[src/rtl/fto_sweep_ctrl.sv]
// ---------------------------------------------------------------------------
// fto_sweep_ctrl
//
// Walks a shared 4-input combinational function unit through all 16 input
// combinations. After each input change it waits SETTLE cycles, samples the
// unit's output, and builds a 16-bit truth table, a minterm count and an
// optional comparison against a reference table.
//
// Parameters:
//   SETTLE   cycles abcd is held stable before f_in is sampled (1..15)
//
// Ports:
//   clk       in   rising-edge clock
//   rst       in   synchronous active-high reset
//   start     in   sweep request, accepted only in IDLE
//   expected  in   [15:0] reference table, sampled in the last SAMPLE cycle
//   abcd      out  [3:0]  function unit inputs (abcd[3]=A ... abcd[0]=D)
//   f_in      in   function unit output
//   busy      out  high from the first WAIT through the last SAMPLE
//   done      out  one-cycle completion pulse
//   truth     out  [15:0] truth[i] = f(abcd=i)
//   ones      out  [4:0]  number of ones in truth
//   match     out  truth == expected, valid from done until next start
// ---------------------------------------------------------------------------
module fto_sweep_ctrl #(
    parameter int unsigned SETTLE = 2
) (
    input  logic        clk,
    input  logic        rst,
    input  logic        start,
    input  logic [15:0] expected,
    output logic [3:0]  abcd,
    input  logic        f_in,
    output logic        busy,
    output logic        done,
    output logic [15:0] truth,
    output logic [4:0]  ones,
    output logic        match
);

    generate
        if (SETTLE < 1 || SETTLE > 15) begin : g_settle_range
            $error("fto_sweep_ctrl: SETTLE must be in 1..15");
        end
    endgenerate

    localparam logic [3:0] CNT_LAST = 4'(SETTLE - 1);

    typedef enum logic [1:0] {
        ST_IDLE,
        ST_WAIT,
        ST_SAMPLE,
        ST_DONE
    } state_t;

    state_t     state;
    state_t     state_next;
    logic [3:0] idx;
    logic [3:0] cnt;

    // State register
    always_ff @(posedge clk) begin
        if (rst) begin
            state <= ST_IDLE;
        end else begin
            state <= state_next;
        end
    end

    // Next-state logic
    always_comb begin
        state_next = state;
        case (state)
            ST_IDLE:   if (start) state_next = ST_WAIT;
            ST_WAIT:   if (cnt == CNT_LAST) state_next = ST_SAMPLE;
            ST_SAMPLE: state_next = (idx == 4'd15) ? ST_DONE : ST_WAIT;
            ST_DONE:   state_next = ST_IDLE;
            default:   state_next = ST_IDLE;
        endcase
    end

    // Status outputs decoded from state
    always_comb begin
        busy = 1'b0;
        done = 1'b0;
        case (state)
            ST_WAIT, ST_SAMPLE: busy = 1'b1;
            ST_DONE:            done = 1'b1;
            default: ;
        endcase
    end

    // Datapath: index, settle counter, abcd drive and result registers.
    // abcd is a separate register from idx so it changes only on accept,
    // on the SAMPLE->WAIT step and on reset.
    always_ff @(posedge clk) begin
        if (rst) begin
            idx   <= '0;
            cnt   <= '0;
            abcd  <= '0;
            truth <= '0;
            ones  <= '0;
            match <= 1'b0;
        end else begin
            case (state)
                ST_IDLE: begin
                    if (start) begin
                        idx   <= '0;
                        cnt   <= '0;
                        abcd  <= '0;
                        truth <= '0;
                        ones  <= '0;
                        match <= 1'b0;
                    end
                end
                ST_WAIT: begin
                    cnt <= cnt + 4'd1;
                end
                ST_SAMPLE: begin
                    truth[idx] <= f_in;
                    ones       <= ones + {4'b0000, f_in};
                    if (idx == 4'd15) begin
                        // truth[15] is still being written this edge, so
                        // compare against the value it is about to take
                        match <= ({f_in, truth[14:0]} == expected);
                    end else begin
                        idx  <= idx + 4'd1;
                        abcd <= idx + 4'd1;
                        cnt  <= '0;
                    end
                end
                default: ;
            endcase
        end
    end

endmodule
[config.mk]
export PLATFORM = sky130hd
export DESIGN_NAME = fto_sweep_ctrl
export DESIGN_NICKNAME = d
export VERILOG_FILES = /design/src/rtl/fto_sweep_ctrl.sv
export SDC_FILE = /design/constraint.sdc
export NUM_CORES = 1
export LEC_CHECK = 0
export ABC_CLOCK_PERIOD_IN_PS = 2100
export BUFFER_PORTS_ARGS = -buffer_cell sky130_fd_sc_hd__clkbuf_2
export CORE_UTILIZATION = 40
export DETAILED_ROUTE_END_ITERATION = 7
export GPL_ROUTABILITY_DRIVEN = 1
export GPL_TIMING_DRIVEN = 0
export PLACE_DENSITY = 0.66
export SKIP_LAST_GASP = 1
export SLEW_MARGIN = 10
export SYNTH_ARGS = -nofsm -noshare
export SYNTH_HDL_FRONTEND = slang
export SYNTH_SLANG_ARGS = --single-unit
export TNS_END_PERCENT = 100
[constraint.sdc]
create_clock -name clk -period 2.1 [get_ports clk]
set_input_delay 0.105 -clock clk [delete_from_list [all_inputs] [get_ports clk]]
set_output_delay 0.105 -clock clk [all_outputs]
set_load 0.02 [all_outputs]
==> reports/qor.csv <==
stage;metric;value;unit
status;run_status;finished with violations;
status;violations;design-rule violations;
detailed_routing;via_count;1731;
cts;cts.hold.buffers_added;0;
timing;fmax;512;MHz
detailed_routing;routed.top_layer;met4;
worst_setup_path;worstRegToRegCells;8;
timing;maxSlewViolCount;0;
power;switching_share;37.3;%
power;p_sw;0.000684;W
run;drv_cap;0;
grt;antenna_found_initial;0;
worst_hold_path;whs_endpoint;cnt[3];
worst_setup_path;critical_path_required;2.33;ns
detailed_routing;vias_per_cell;5.23;
power;p_clk_share;27.0;%
worst_setup_path;cp-start-kind;register;
logic_synthesis;synth.distinct_cells;40;
floorplan;rows;24;
worst_setup_path;regToRegSetupSlack;0.15;ns
logic_synthesis;yosys.area_share.simple;24.8;%
grt;grt_pass1_wl;7190;um
power;p_comb_share;36.1;%
worst_hold_path;hold_class;input pin to register;
worst_setup_path;crit_top_cell;buf_4;
logic_synthesis;seq_area_frac_synth;33.6;%
cells_and_area;antenna_cells;0;
cells_and_area;fillers;445;
timing;finalHoldViolCount;0;
timing;skew;0.00326;ns
detailed_routing;drt-met1-wl;2200;um
worst_hold_path;hp-start;rst;
logic_synthesis;synth_warnings;0;
cells_and_area;fin_nets;311;
timing;final.min_clock_period;1.95;ns
timing;fin_setup_tns;0;ns
logic_synthesis;synth_seq_cells;32;
detailed_routing;met3_length;233;um
logic_synthesis;synth_edf_count;0;
timing;rsz0062_at_grt;false;
logic_synthesis;yosys.area_share.xor_xnor;8.73;%
timing;setup_viol;0;
logic_synthesis;synth-compound-area-share;9.58;%
power;vdd_drop_max;0.299;mV
power;p_seq_share;36.9;%
power;p_leak;0.915;nW
place;placed_cells;323;
power;p_per_area;799;nW/um^2
detailed_routing;firstDrtPassIters;7;
logic_synthesis;postSynthNetCount;257;
floorplan;start_util;42.6;%
timing;tightest_slew;0.536;ns
detailed_routing;route.detailed.drc;3;
logic_synthesis;async_flop_share;0;%
logic_synthesis;synthFlopType;dfxtp_1;
cts;clk_path_buf_depth;2;
detailed_routing;wire_per_inst;13.6;um
cells_and_area;area_delta_synth_final;20.5;%
logic_synthesis;yosys.area.top_type;dfxtp_1;
grt;overflow;0;
place;io_buffers;47;
worst_setup_path;cpPeakStageDelay;0.41;ns
cts;clk_pin_slew;0.06;ns
cts;cts.repair.resized;0;
worst_setup_path;timing.rr.start;state[0];
worst_setup_path;cp_data_arrival_time;2.18;ns
timing;fin_crit_sh;93.0;%
logic_synthesis;synthTopCellsByArea;dfxtp_1 34%, mux2_2 8.9%, ha_1 8.5%;
worst_setup_path;critPathSlowestCell;dfxtp_1;
logic_synthesis;synth_top_area_share;33.6;%
cts;clock_sinks;32;
worst_hold_path;holdPathStages;3;
detailed_routing;drt_iter0_markers;69;
logic_synthesis;synth_fa_ha_area_share;8.53;%
logic_synthesis;synth_area_per_cell;8.51;um^2
worst_setup_path;r2r-end;truth[14];
floorplan;dieHeight;71.0;um
cts;clk_latency;0.29;ns
timing;slew_headroom;64.3;%
grt;grt_use_total;18.5;%
cts;cts_inserted_buffers;5;
cells_and_area;regArea;641;um^2
place;place_congestion;0.794;
floorplan;io_pins;48;
cells_and_area;multi_input_area;1180;um^2
cts;cts_tree;yes;
logic_synthesis;synthMuxAreaShare;10.2;%
worst_setup_path;crit_path_end_kind;register;
place;dp_hpwl;3320;um
cts;post_cts.repair.setup_buffers;0;
cells_and_area;drive_gt1_share;27.6;%
detailed_routing;ant_nets;0;
floorplan;die_area;5050;um^2
logic_synthesis;synthesis.area;1910;um^2
logic_synthesis;synth_top_family_by_area;simple AND/OR/NAND/NOR gates;
worst_setup_path;cp_cell_sequence;inv_1 > ha_1 > buf_4 > mux2_4 > buf_4 > nand4_1 > mux2_2 > nor2_1;
detailed_routing;wl;4490;um
logic_synthesis;synthCells;224;
worst_setup_path;path_max_fanout;10;
cts;cts-root-buf;clkbuf_8;
grt;grt_pass1_vias;1582;
detailed_routing;dr_wl_met2;2020;um
cts;cts_htree_levels;2;
grt;grt_max_degree;11;
floorplan;design.core.area;4470;um^2
cells_and_area;final_cells;331;
worst_setup_path;critPathKind;register to register;
floorplan;die_w;71.0;um
power;p_int;0.00115;W
-- worst max-delay path, delay by kind of cell, from the launching register on --
kind                     cells  cell delay (ns)
buffers and inverters        3             0.43
adder cells (fa/ha/maj)      1             0.20
flip-flops                   1             0.41
multiplexers                 2             0.65
AND/OR/NAND/NOR              2             0.20
-- cell usage in the layout (no fill, tap or decap), types with 3 or more instances in the layout --
cell type,n
clkbuf_2,47
dfxtp_1,32
nor2_1,25
nand2_1,22
nand3_1,17
mux2_2,15
xnor2_1,15
ha_1,13
nand4_1,10
a21oi_1,9
inv_1,7
clkbuf_1,6
clkbuf_8,6
buf_2,4
nor2b_1,4
nand2b_1,4
xor2_1,4
buf_4,3
nand3b_1,3
o21ai_0,3
a31oi_1,3
nor3_1,3
-- stage by stage --
stage	utilization (%)	power [W]	setup slack, ns	hold WS (ns)	cell area (um^2)
after global routing	51.3	0.00195	0.0400	0.165	2300
after CTS	51.3	0.00184	0.138	0.156	2300
after floorplan	-	0.00118	0.321	0.295	1910
after detailed placement	49.3	0.00134	0.193	0.456	2210
final	51.3	0.00184	0.147	0.153	2300
after global placement	49.3	0.00134	0.188	0.451	2210
-- logic make-up after synthesis --
family	count (synthesis)
buf+inv	19
xor+xnor	19
compound gates	28
simple gates	96
mux	17
fa+ha+maj	13
flops	32
-- sequential cells by signal, indices dropped and copies added, names as in the netlist --
| register | count |
|---|---|
| truth | 16 |
| ones | 5 |
| cnt | 4 |
| idx | 4 |
| state | 2 |
| match | 1 |
-- synth_stat cells, types with 4 or more instances --
cell      instances
a21oi_1           9
nor2_1           25
nand2_1          22
nand4_1          10
buf_2             4
ha_1             13
dfxtp_1          32
inv_1             7
nand2b_1          4
nand3_1          17
xnor2_1          15
mux2_2           15
xor2_1            4
clkbuf_1          4
nor2b_1           4
-- cell type report --
type / instances / share of cell area, %
buffer: 12 / 2.67
inverter: 7 / 1.14
clock buffer: 8 / 3.92
timing repair buffer: 47 / 10.2
tap: 52 / 2.83
sequential: 32 / 27.9
multi-input combinational: 173 / 51.3
-- how the worst max path moves through the flow --
stage	startpoint	endpoint	cells past startpoint
after detailed placement	state[0]	truth[14]	8
after CTS	state[0]	truth[14]	8
after floorplan	state[0]	truth[13]	8
after global routing	state[0]	cnt[2]	7
after global placement	state[0]	truth[14]	8
final	state[0]	truth[14]	8
-- power by group through the flow --
| stage | clock [W] | combinational (W) | sequential [W] |
|---|---|---|---|
| final | 0.000495 | 0.000663 | 0.000677 |
| after CTS | 0.000498 | 0.000660 | 0.000677 |
| after detailed placement | 0 | 0.000652 | 0.000691 |
| after global routing | 0.000530 | 0.000734 | 0.000683 |
| after global placement | 0 | 0.000652 | 0.000689 |
| after floorplan | 0 | 0.000486 | 0.000691 |
-- metal layers --
layer  up-vias  track usage [%]
met1       777             24.2
li1        896                -
met4         0             8.22
met2        54             28.4
met3         4             5.27
met5         -                0
Note: power is estimated with default switching activity, not from simulation.
